## src/rtl/control_sequencer.sv

```systemverilog
// control_sequencer: hardwired control unit for the RISC CPU datapath.
// Each state lasts one clock. T0-T2 fetch the instruction and T3-T7 execute it.
// The opcode is taken from ir[31:27], and the datapath control strobes are Moore
// outputs decoded from the state and the opcode.
//
// Ports:
//   clock          rising-edge clock
//   clear          asynchronous active-low reset; forces every strobe low while asserted
//   ir             instruction register contents (IR is stable from T3 onward)
//   pco..baout     datapath control strobes
//   alu_op         ALU operation; valid whenever rzli=1 (incpc overrides it in T0)
//   run            1 while executing, 0 in HALT
//   illegal        latched illegal-opcode flag
//
// Optional feature: define CU_ILLEGAL_TRAP_EN to make an undefined opcode set illegal
// and enter HALT. Without it, an undefined opcode executes as nop and illegal is tied to 0.
module control_sequencer #(
    parameter int unsigned OPC_W   = 5,
    parameter int unsigned STATE_W = 4
) (
    input  logic             clock,
    input  logic             clear,
    input  logic [31:0]      ir,
    output logic             pco,
    output logic             pci,
    output logic             incpc,
    output logic             iri,
    output logic             mari,
    output logic             mdri,
    output logic             mdro,
    output logic             mem_read,
    output logic             mem_write,
    output logic             ryi,
    output logic             rzli,
    output logic             rzlo,
    output logic             csigno,
    output logic             hio,
    output logic             loo,
    output logic             ipo,
    output logic             opi,
    output logic             gra,
    output logic             grb,
    output logic             grc,
    output logic             rin,
    output logic             rout,
    output logic             baout,
    output logic [OPC_W-1:0] alu_op,
    output logic             run,
    output logic             illegal
);

    localparam logic [STATE_W-1:0] T0   = 4'd0;
    localparam logic [STATE_W-1:0] T1   = 4'd1;
    localparam logic [STATE_W-1:0] T2   = 4'd2;
    localparam logic [STATE_W-1:0] T3   = 4'd3;
    localparam logic [STATE_W-1:0] T4   = 4'd4;
    localparam logic [STATE_W-1:0] T5   = 4'd5;
    localparam logic [STATE_W-1:0] T6   = 4'd6;
    localparam logic [STATE_W-1:0] T7   = 4'd7;
    localparam logic [STATE_W-1:0] HALT = 4'd8;

    localparam logic [OPC_W-1:0] OP_LD   = 5'b00000;
    localparam logic [OPC_W-1:0] OP_LDI  = 5'b00001;
    localparam logic [OPC_W-1:0] OP_ST   = 5'b00010;
    localparam logic [OPC_W-1:0] OP_ADD  = 5'b00011;
    localparam logic [OPC_W-1:0] OP_SUB  = 5'b00100;
    localparam logic [OPC_W-1:0] OP_AND  = 5'b01001;
    localparam logic [OPC_W-1:0] OP_OR   = 5'b01010;
    localparam logic [OPC_W-1:0] OP_ADDI = 5'b01011;
    localparam logic [OPC_W-1:0] OP_ANDI = 5'b01100;
    localparam logic [OPC_W-1:0] OP_ORI  = 5'b01101;
    localparam logic [OPC_W-1:0] OP_JR   = 5'b10100;
    localparam logic [OPC_W-1:0] OP_IN   = 5'b10110;
    localparam logic [OPC_W-1:0] OP_OUT  = 5'b10111;
    localparam logic [OPC_W-1:0] OP_MFHI = 5'b11000;
    localparam logic [OPC_W-1:0] OP_MFLO = 5'b11001;
    localparam logic [OPC_W-1:0] OP_HALT = 5'b11011;

    logic [STATE_W-1:0] state_q, state_d;
    logic [OPC_W-1:0]   op;
    logic               is_rr, is_imm, is_addr, is_ld, is_mem;
    logic               unused_ir;

    assign op        = ir[31 -: OPC_W];
    assign unused_ir = ^ir[31-OPC_W:0];

    assign is_rr   = (op == OP_ADD) || (op == OP_SUB) || (op == OP_AND) || (op == OP_OR);
    assign is_imm  = (op == OP_ADDI) || (op == OP_ANDI) || (op == OP_ORI);
    assign is_ld   = (op == OP_LD);
    assign is_mem  = is_ld || (op == OP_ST);
    // ldi, ld and st share the base+offset address computation in T3-T4.
    assign is_addr = is_mem || (op == OP_LDI);

`ifdef CU_ILLEGAL_TRAP_EN
    logic legal;
    logic illegal_q, illegal_d;

    assign legal = is_rr || is_imm || is_addr || (op == OP_JR) || (op == OP_IN) ||
                   (op == OP_OUT) || (op == OP_MFHI) || (op == OP_MFLO) ||
                   (op == 5'b11010) || (op == OP_HALT);

    always_comb begin
        illegal_d = illegal_q;
        if (state_q == T3 && !legal) begin
            illegal_d = 1'b1;
        end
    end

    always_ff @(posedge clock or negedge clear) begin
        if (!clear) begin
            illegal_q <= 1'b0;
        end else begin
            illegal_q <= illegal_d;
        end
    end

    assign illegal = illegal_q;
`else
    assign illegal = 1'b0;
`endif

    always_comb begin
        state_d = state_q;
        case (state_q)
            T0: state_d = T1;
            T1: state_d = T2;
            T2: state_d = T3;
            T3: begin
                if (op == OP_HALT) begin
                    state_d = HALT;
`ifdef CU_ILLEGAL_TRAP_EN
                end else if (!legal) begin
                    state_d = HALT;
`endif
                end else if (is_rr || is_imm || is_addr) begin
                    state_d = T4;
                end else begin
                    state_d = T0;
                end
            end
            T4:      state_d = T5;
            T5:      state_d = is_mem ? T6 : T0;
            T6:      state_d = T7;
            T7:      state_d = T0;
            HALT:    state_d = HALT;
            default: state_d = T0;
        endcase
    end

    always_ff @(posedge clock or negedge clear) begin
        if (!clear) begin
            state_q <= T0;
        end else begin
            state_q <= state_d;
        end
    end

    assign run = (state_q != HALT);

    always_comb begin
        pco = 1'b0; pci = 1'b0; incpc = 1'b0; iri = 1'b0; mari = 1'b0;
        mdri = 1'b0; mdro = 1'b0; mem_read = 1'b0; mem_write = 1'b0;
        ryi = 1'b0; rzli = 1'b0; rzlo = 1'b0; csigno = 1'b0; hio = 1'b0;
        loo = 1'b0; ipo = 1'b0; opi = 1'b0; gra = 1'b0; grb = 1'b0;
        grc = 1'b0; rin = 1'b0; rout = 1'b0; baout = 1'b0;
        alu_op = '0;
        // Strobes are held low for as long as clear is asserted, even though state reads T0.
        if (clear) begin
            case (state_q)
                T0: begin pco = 1'b1; mari = 1'b1; incpc = 1'b1; rzli = 1'b1; end
                T1: begin rzlo = 1'b1; pci = 1'b1; mem_read = 1'b1; mdri = 1'b1; end
                T2: begin mdro = 1'b1; iri = 1'b1; end
                T3: begin
                    if (is_rr || is_imm) begin
                        grb = 1'b1; rout = 1'b1; ryi = 1'b1;
                    end else if (is_addr) begin
                        grb = 1'b1; baout = 1'b1; ryi = 1'b1;
                    end else begin
                        case (op)
                            OP_JR:   begin gra = 1'b1; rout = 1'b1; pci = 1'b1; end
                            OP_IN:   begin ipo = 1'b1; gra = 1'b1; rin = 1'b1; end
                            OP_OUT:  begin gra = 1'b1; rout = 1'b1; opi = 1'b1; end
                            OP_MFHI: begin hio = 1'b1; gra = 1'b1; rin = 1'b1; end
                            OP_MFLO: begin loo = 1'b1; gra = 1'b1; rin = 1'b1; end
                            default: ;
                        endcase
                    end
                end
                T4: begin
                    rzli = 1'b1;
                    if (is_rr) begin
                        grc = 1'b1; rout = 1'b1; alu_op = op;
                    end else if (is_imm) begin
                        csigno = 1'b1; alu_op = op;
                    end else begin
                        csigno = 1'b1; alu_op = OP_ADD;
                    end
                end
                T5: begin
                    rzlo = 1'b1;
                    if (is_mem) begin
                        mari = 1'b1;
                    end else begin
                        gra = 1'b1; rin = 1'b1;
                    end
                end
                T6: begin
                    mdri = 1'b1;
                    if (is_ld) begin
                        mem_read = 1'b1;
                    end else begin
                        gra = 1'b1; rout = 1'b1;
                    end
                end
                T7: begin
                    if (is_ld) begin
                        mdro = 1'b1; gra = 1'b1; rin = 1'b1;
                    end else begin
                        mem_write = 1'b1;
                    end
                end
                default: ;
            endcase
        end
    end

endmodule
```

## config.mk

```make
export PLATFORM = sky130hd
export DESIGN_NAME = control_sequencer
export DESIGN_NICKNAME = d
export VERILOG_FILES = /design/src/rtl/control_sequencer.sv
export SDC_FILE = /design/constraint.sdc
export NUM_CORES = 1
export LEC_CHECK = 0
export BUFFER_PORTS_ARGS = -buffer_cell sky130_fd_sc_hd__buf_2
export CORE_ASPECT_RATIO = 0.7
export CORE_MARGIN = 5
export CORE_UTILIZATION = 39
export DETAILED_ROUTE_END_ITERATION = 6
export PLACE_DENSITY = 0.79
export SLEW_MARGIN = 20
export SYNTH_ARGS = -nofsm -noshare
export SYNTH_HDL_FRONTEND = slang
export SYNTH_SLANG_ARGS = --single-unit
```

## constraint.sdc

```tcl
create_clock -name clock -period 2 [get_ports clock]
set_clock_uncertainty 0.2 [all_clocks]
set_input_delay 0.3 -clock clock [delete_from_list [all_inputs] [get_ports clock]]
set_output_delay 0.3 -clock clock [all_outputs]
set_load 0.03 [all_outputs]
```

**After elaboration in Yosys (flattened, before gate mapping)**

Index checks and enable logic that the tools add are counted.
W data, S select, Z words.

- Output and inout port bits: 30
- Word-level logic and storage cells: 125
- Register bits after elaboration: 4
- Input bits: 34

- Equal/unequal tests: 24
- Reduce and logical (&&, ||, !) cells: 17
- Mux-type cells: 83

Operators with widths:

| operator | number |
|---|---|
| $mux W1 | 68 |
| $pmux W4 S8 | 1 |
| $eq A5 B5 Y1 const B | 6 |
| $eq A5 B4 Y1 const B | 5 |
| $mux W5 | 4 |
| $eq A4 B3 Y1 const B | 4 |
| $eq A5 B2 Y1 const B | 2 |
| $logic_or A1 B1 Y1 | 9 |
| $eq A4 B2 Y1 const B | 2 |
| $pmux W1 S2 | 4 |
| $reduce_or A2 Y1 | 4 |
| $mux W3 | 2 |
| $pmux W1 S3 | 2 |
| $eq A5 B1 Y1 const B | 1 |
| $eq A5 B3 Y1 const B | 1 |
| $logic_not A5 Y1 | 1 |
| $reduce_or A5 Y1 | 1 |
| $eq A4 B1 Y1 const B | 1 |
| $eq A4 B4 Y1 const B | 1 |
| $logic_not A4 Y1 | 1 |
| $mux W4 | 1 |
| $ne A4 B4 Y1 const B | 1 |
| $pmux W1 S4 | 1 |
| $reduce_or A3 Y1 | 1 |

**Longest topological paths before layout**

Gate-level depths: netlist (run 1).

- Word-level depth: 9
- Mapped depth: 6

**Worst setup path before layout (run 1)**

Ideal clock, no wire load.

- Path type: flip-flop to output port
- Start point: register state_q[3]
- End point: output port pco
- Data arrival time: 2.095 ns
- Cell stages (with the launch flop): 6
- Required time: 1.500 ns
- Path slack: -0.595 ns
- Cell sequence: dfrtp_1 -> buf_4 -> nand2b_1 -> clkbuf_1 -> nor4_1 -> buf_4

- Longest elaborated chain between the ends: 3

Ends and longest elaborated chain:

| element | RTL line | RTL |
|---|---|---|
| start: declaration | 79 | `logic [STATE_W-1:0] state_q, state_d;` |
| start signal: assignment | 154 | `state_q <= state_d;` |
| $logic_not A4 Y1 | -- |  |
| $mux W1 (2 in series) | -- |  |
| end: declaration | 24 | `output logic pco,` |

Every way passes these cells.

**Worst setup path in the final report (run 1)**

- Start point: register state_q[2]
- End point: output port rout

- Longest elaborated chain between the ends: 3
- Elaborated cells on any way between the ends: 5
- Those cells by class: eq/ne (3); mux (2)

Ends and longest elaborated chain:

| element | RTL line | RTL |
|---|---|---|
| $eq A4 B3 Y1 or $eq A4 B2 Y1 (tied branches) | 169 | `case (state_q)` |
| $pmux W1 S3 (*) | 169 |  |
| $mux W1 (*) | 168 | `if (clear) begin` |
| end: declaration | 45 | `output logic rout,` |

Every way passes the cells marked *; elsewhere a longest branch is shown, timed or not.

==> results of run 1 <==
cells in the mapped netlist (3+ instances only):
master / n / area, sq um
a21oi_1: 7 / 35.0
clkbuf_8: 3 / 41.3
nand2_1: 9 / 33.8
dfrtp_1: 4 / 100
nand3b_1: 3 / 22.5
nor2b_1: 7 / 43.8
o21ai_1: 6 / 30.0
nand3_1: 6 / 30.0
nor3b_1: 3 / 22.5
nor3_1: 10 / 50.1
nand2b_1: 4 / 25.0
nor2_1: 19 / 71.3
buf_4: 6 / 45.0
worst max-delay path, stage by stage, from the launching register on:
cell and delay (ns):
dfrtp_1 0.38, buf_4 0.15, buf_6 0.13, buf_4 0.13, nand2b_4 0.16, o21ai_1 0.13
a2bb2oi_1 0.09, a21boi_2 0.15, buf_6 0.15
power by group through the flow:
stage / clock, mW / combinational [mW] / sequential, mW
3_3_place_gp: 0 / 0.811 / 0.129
6_report: 0.102 / 1.33 / 0.136
3_5_place_dp: 0 / 0.835 / 0.130
2_1_floorplan: 0 / 0.625 / 0.139
4_1_cts: 0.102 / 1.02 / 0.133
5_1_grt: 0.114 / 1.40 / 0.140
path summary, 6_finish.rpt:
kind / from / endpoint / slack (ns)
max: state_q[2] / rout / -0.20
min: clear / state_q[2] / 0.15
max reg2reg: state_q[2] / state_q[3] / 0.43
min reg2reg: state_q[0] / state_q[0] / 0.28
max in group asynchronous: clear / state_q[3] / 0.91
min in group clock: state_q[0] / state_q[0] / 0.28
cell type report:
type | instances | area (sq um) | area share [%]
clock buffers | 3 | 22.5 | 1.34
inverters | 2 | 7.51 | 0.447
multi-input cells | 101 | 828 | 49.3
flip-flops and latches | 4 | 101 | 6.04
well taps | 22 | 27.5 | 1.64
repair buffers | 79 | 692 | 41.2
cells by family after synthesis:
kind of cell,after synthesis
flip-flops,4
AO/OA/AOI/OAI,27
XOR/XNOR,1
buffers and inverters,17
AND/OR/NAND/NOR,71
other,1
cells in the final DEF, fill, tap and decap left out, drive strengths merged:
| master | netlist | final |
|---|---|---|
| nor3 | 10 | 10 |
| nor3b | 4 | 4 |
| a31oi | 1 | 1 |
| dlymetal6s4s | 0 | 1 |
| nand3b | 3 | 3 |
| a211o | 1 | 1 |
| and4b | 1 | 1 |
| nor2 | 20 | 20 |
| a21oi | 7 | 7 |
| o21ai | 10 | 10 |
| nor4 | 2 | 2 |
| conb | 1 | 2 |
| dfrtp | 4 | 4 |
| nand3 | 7 | 7 |
| a211oi | 1 | 1 |
| inv | 2 | 2 |
| and3b | 1 | 1 |
| o31a | 1 | 1 |
| clkbuf | 6 | 4 |
| dlygate4sd3 | 0 | 1 |
| or3 | 1 | 1 |
| o21a | 2 | 2 |
| or4 | 1 | 1 |
| nand2b | 4 | 4 |
| nor2b | 7 | 7 |
| nor4bb | 1 | 1 |
| a21boi | 2 | 2 |
| nand2 | 9 | 9 |
| a2bb2oi | 1 | 1 |
| xor2 | 1 | 1 |
| a21o | 1 | 1 |
| buf | 9 | 76 |
per-stage QoR:
step | util (%) | total power [mW] | worst slack (ns) | hold slack [ns] | instance area, sq um
6_report | 87.5 | 1.57 | -0.198 | 0.153 | 1680
3_3_place_gp | 61.8 | 0.940 | -0.172 | -0.0691 | 1190
5_1_grt | 87.5 | 1.65 | -0.273 | 0.169 | 1680
4_1_cts | 75.9 | 1.26 | -0.187 | 0.289 | 1460
2_1_floorplan | - | 0.764 | -0.149 | -0.196 | 910
3_5_place_dp | 61.8 | 0.965 | -0.202 | -0.0657 | 1190
routing by layer:
layer	vias to the layer above	part of all wire, %	wire [um]
met2	80	50	1950
met1	576	39	1520
met3	15	7.9	310
met5	-	0	0
met4	0	3.0	119
li1	560	-	-
timing repair:
action / 4_1_cts / 5_1_grt
buffers inserted: 7 / 9
gates resized for setup: 52 / 36
pin swaps: 12 / 14
hold buffers: 1 / 1
hold endpoints to repair: 4 / 1
gates cloned: 0 / 1
endpoints found under the setup margin: 22 / 27
==> impl_metrics.py, run 1 <==
metrics = {
    "synthesis": {
        "synth-seq-cells": 4,
        "synth-warning-count": 0,
        "syn_inst": 121,
        "syn-cell-area_sq_um": 815,
        "synth-simple-area-share_pct": 48.8,
        "seq_area_frac_synth_pct": 12.3,
        "synth_ff_type": "dfrtp_1",
        "synthXorXnorAreaFrac_pct": 1.08,
        "synthMuxAreaShare_pct": 0,
        "avgSynthCellArea_sq_um": 6.73,
        "synth_top_family_by_area": "simple AND/OR/NAND/NOR gates",
        "synth_compound_area_share_pct": 20.9,
        "synthAdderAreaFrac_pct": 0,
        "synth_edf_count": 0,
        "ys_types": 40,
        "synthArstFlopShare_pct": 100,
    },
    "timing": {
        "fin_crit_sh_pct": 110,
        "maxSlewViolCount": 0,
        "max_freq_mhz": 455,
        "setup_viol": 23,
        "max-slew-margin-rel_pct": 66.4,
        "fin_crit_ns": 2.20,
        "tns_ns": -2.39,
        "rsz0062_at_grt": "true",
        "finalWorstSetupSlack_ns": -0.198,
        "worst_pin_slew_ns": 0.499,
        "finalHoldViolCount": 0,
    },
    "grt": {
        "grt_max_degree": 18,
        "use_met3_pct": 3.69,
        "antenna_found_initial": 0,
        "top_usage_layer": "met2",
        "grt_use_met1_pct": 24.9,
        "track_usage_pct": 21.2,
        "grt_pass1_wl_um": 5020,
        "grt_pass1_vias": 1144,
        "grt-ovfl-total": 0,
        "grt_util_met2_pct": 41.8,
    },
    "worst_setup_path": {
        "cp_data_arrival_time_ns": 1.70,
        "required_ns": 1.50,
        "crit_path_end_kind": "output port",
        "startpoint_type": "flop",
        "criticalPathCategory": "reg -> out",
        "reg2reg_depth": 6,
        "critical_path.max_fanout": 6,
    },
    "clock_network": {
        "clk_path_buf_depth": 2,
        "cts_root_buffer": "clkbuf_4",
        "tritoncts": "built",
        "clk_pin_slew_ns": 0.04,
        "cts_sinks": 4,
        "h-tree-depth": 1,
        "cts_buffers": 3,
        "clk_latency_ns": 0.24,
    },
    "run_status": {
        "violations": "setup timing",
        "status": "finished, violations left",
    },
    "floorplan": {
        "initial_core_util_pct": 42.4,
        "dieWidth_um": 64.6,
        "core_sq_um": 1920,
        "num_io_pins": 64,
        "die-area_sq_um": 3120,
        "fp-row-count": 13,
        "die_h_um": 48.2,
    },
    "cells_and_area": {
        "diodes": 0,
        "areaGrowthSynthToFinish_pct": 106,
        "fill_cells": 83,
        "final_nets": 225,
        "final_cells": 211,
        "top_register": "state_q",
        "largest_register_ffs": 4,
        "drive_gt1_share_pct": 66.1,
        "reg_top3": "state_q x4",
    },
    "placement": {
        "io_buffers": 34,
        "place.gp.congestion": 0.922,
        "dp.final_hpwl_um": 2230,
        "place_inst": 191,
    },
    "detailed_routing": {
        "drt_iter0_drc": 132,
        "drt_wl_total_um": 3910,
        "first_pass_iters": 4,
        "post_drt_wl_per_cell_um": 18.5,
        "drc": 0,
        "antenna_left": 0,
        "vias_per_cell": 5.83,
        "vias": 1231,
    },
    "power_and_ir_drop": {
        "p_sw_uw": 775,
        "swShare_pct": 49.4,
        "clkPwrFrac_pct": 6.5,
        "comb_power_share_pct": 84.9,
        "p_per_area_nw_per_um2": 935,
        "p_seq_share_pct": 8.7,
        "leakage_nw": 0.726,
        "ir_worst_vdd_v": 0.000785,
        "p_int_uw": 794,
    },
    "run": {
        "maxCapViolCount": 0,
    },
    "hold_path": {
        "hold_path_class": "in -> async",
    },
}
Note: power is estimated with default switching activity, not from simulation.
==> inputs of run 2 (changes only) <==
--- a/config.mk
+++ b/config.mk
@@ -6,11 +6,13 @@
 export NUM_CORES = 1
 export LEC_CHECK = 0
 export BUFFER_PORTS_ARGS = -buffer_cell sky130_fd_sc_hd__buf_2
+export CELL_PAD_IN_SITES_DETAIL_PLACEMENT = 0
+export CELL_PAD_IN_SITES_GLOBAL_PLACEMENT = 2
 export CORE_ASPECT_RATIO = 0.7
 export CORE_MARGIN = 5
-export CORE_UTILIZATION = 39
+export CORE_UTILIZATION = 18
 export DETAILED_ROUTE_END_ITERATION = 6
-export PLACE_DENSITY = 0.79
+export PLACE_DENSITY_LB_ADDON = 0.1
 export SLEW_MARGIN = 20
 export SYNTH_ARGS = -nofsm -noshare
 export SYNTH_HDL_FRONTEND = slang
==> impl_metrics.py, run 2 (synthesized netlist as in run 1, its figures left out) <==
metrics = {
    "cells_and_area": {
        "final_area_sq_um": 1730,
        "reg_top3": "state_q x4",
        "top_register": "state_q",
        "largest_register_ffs": 4,
        "drive_gt1_share_pct": 67.7,
        "final_cell_mix": "46 x buf_4, 18 x buf_6, 12 x nor2_1, 8 x buf_2, 7 x nand2_1",
        "areaGrowthSynthToFinish_pct": 112,
        "final_common_cell": "buf_4",
        "final_nets": 225,
        "diodes": 0,
    },
    "power_and_ir_drop": {
        "comb_power_share_pct": 80.3,
        "p_seq_share_pct": 8.7,
        "swShare_pct": 45.8,
        "clkPwrFrac_pct": 11.0,
        "p_sw_uw": 695,
        "p_int_uw": 823,
        "leakage_nw": 0.728,
        "p_per_area_nw_per_um2": 880,
        "ir_worst_vdd_v": 0.000483,
    },
    "worst_setup_path": {
        "required_ns": 1.50,
        "crit_path_end_kind": "output port",
        "path_cells": "nand3b_1 > nor3b_4 > nand2_2 > a2bb2oi_2 > a21boi_2 > buf_6",
        "criticalPathCategory": "reg -> out",
        "critPathSlowestCell": "dfrtp_1",
        "startpoint_type": "flop",
        "r2r_setup_slack_ns": 0.34,
        "critical_path.max_fanout": 4,
        "slowest_delay_ns": 0.37,
        "cp_data_arrival_time_ns": 1.66,
    },
    "hold_path": {
        "hold_path_class": "in -> reg",
    },
    "timing": {
        "tns_ns": -1.46,
        "fin_crit_sh_pct": 108,
        "setup_viol": 16,
        "fin_crit_ns": 2.16,
        "rsz0062_at_grt": "true",
        "max_freq_mhz": 462,
        "finalWorstSetupSlack_ns": -0.165,
        "finalHoldViolCount": 0,
        "maxSlewViolCount": 0,
    },
    "run_status": {
        "status": "finished, violations left",
        "violations": "setup timing",
    },
    "detailed_routing": {
        "vias": 1081,
        "drt_wl_total_um": 3180,
        "vias_per_cell": 4.43,
        "antenna_left": 0,
        "first_pass_iters": 4,
        "drt_iter0_drc": 46,
        "post_drt_wl_per_cell_um": 13.0,
        "drc": 0,
    },
    "floorplan": {
        "die_h_um": 66.3,
        "num_io_pins": 64,
        "core_sq_um": 4350,
        "fp-row-count": 20,
        "die-area_sq_um": 5990,
        "dieWidth_um": 90.4,
        "initial_core_util_pct": 18.7,
    },
    "clock_network": {
        "clk_pin_slew_ns": 0.03,
        "h-tree-depth": 1,
        "cts_root_buffer": "clkbuf_8",
        "clk_latency_ns": 0.21,
        "tritoncts": "built",
        "cts_buffers": 3,
        "clk_path_buf_depth": 2,
        "cts_sinks": 4,
    },
    "grt": {
        "track_usage_pct": 10.7,
        "grt-ovfl-total": 0,
        "grt_pass1_wl_um": 5370,
        "antenna_found_initial": 0,
        "grt_max_degree": 10,
        "grt_pass1_vias": 1120,
    },
    "run": {
        "maxCapViolCount": 0,
    },
    "placement": {
        "dp.final_hpwl_um": 2510,
        "place_area_sq_um": 1270,
        "place.gp.congestion": 0.762,
        "io_buffers": 34,
    },
}
run 2: cell types whose count changed in the layout (fill, tap and decap cells not counted), sizes merged:
cell / change
dlymetal6s4s: -1
clkbuf: +1
run 2: critical path, delay by kind of cell, from the launching register on:
family,cells,cell delay [ns]
compound gates,2,0.30
flops,1,0.37
simple gates,3,0.62
buf+inv,1,0.15
run 2: final timing paths:
check | startpoint | depth (start not counted) | to
max | state_q[2] | 6 | rout
min in group asynchronous | clear | 3 | state_q[2]
min reg2reg | state_q[3] | 2 | state_q[2]
min | ir[27] | 4 | state_q[3]
max reg2reg | state_q[2] | 7 | state_q[2]
max in group asynchronous | clear | 3 | state_q[3]
run 2: power by group through the flow:
stage	logic, mW	registers [mW]	clock network, mW
6_report	1.22	0.131	0.168
5_1_grt	1.32	0.136	0.179
4_1_cts	1.05	0.131	0.173
3_5_place_dp	0.873	0.127	0
3_3_place_gp	0.869	0.126	0
2_1_floorplan	0.625	0.139	0
run 2: cell type report:
class                           count  area, sq um
Clock buffer                        3         41.3
Fill cell                         470         2630
Inverter                            2         7.51
Multi-Input combinational cell    101          828
Sequential cell                     4          101
Tap cell                           55         68.8
Timing Repair Buffer               79          678
run 2: routing by layer:
metal | wire length, um | track usage [%] | vias up
li1 | - | - | 555
met1 | 1610 | 15.5 | 502
met2 | 1380 | 16.1 | 24
met3 | 188 | 2.50 | 0
met4 | 0 | 1.67 | 0
met5 | 0 | 0 | -
run 2: timing repair:
action                                 in CTS  in global routing
pin swaps                                  11                  6
hold buffers                                1                  0
buffers inserted                            7                  3
endpoints found under the hold margin       4                  0
gates resized for setup                    47                 46
setup endpoints to repair                  21                 25
run 2: metrics by stage:
stage                     utilization [%]  total power, mW  worst slack (ns)  hold WS (ns)  std cells
final                                39.6             1.52            -0.165         0.397        244
after detailed placement             29.2             1.00            -0.201         0.116        230
after CTS                            35.4             1.35            -0.187         0.391        241
after floorplan                         -            0.764            -0.149        -0.196        122
after global routing                 39.6             1.63            -0.263         0.452        244
after global placement               29.2            0.995            -0.219         0.113        230
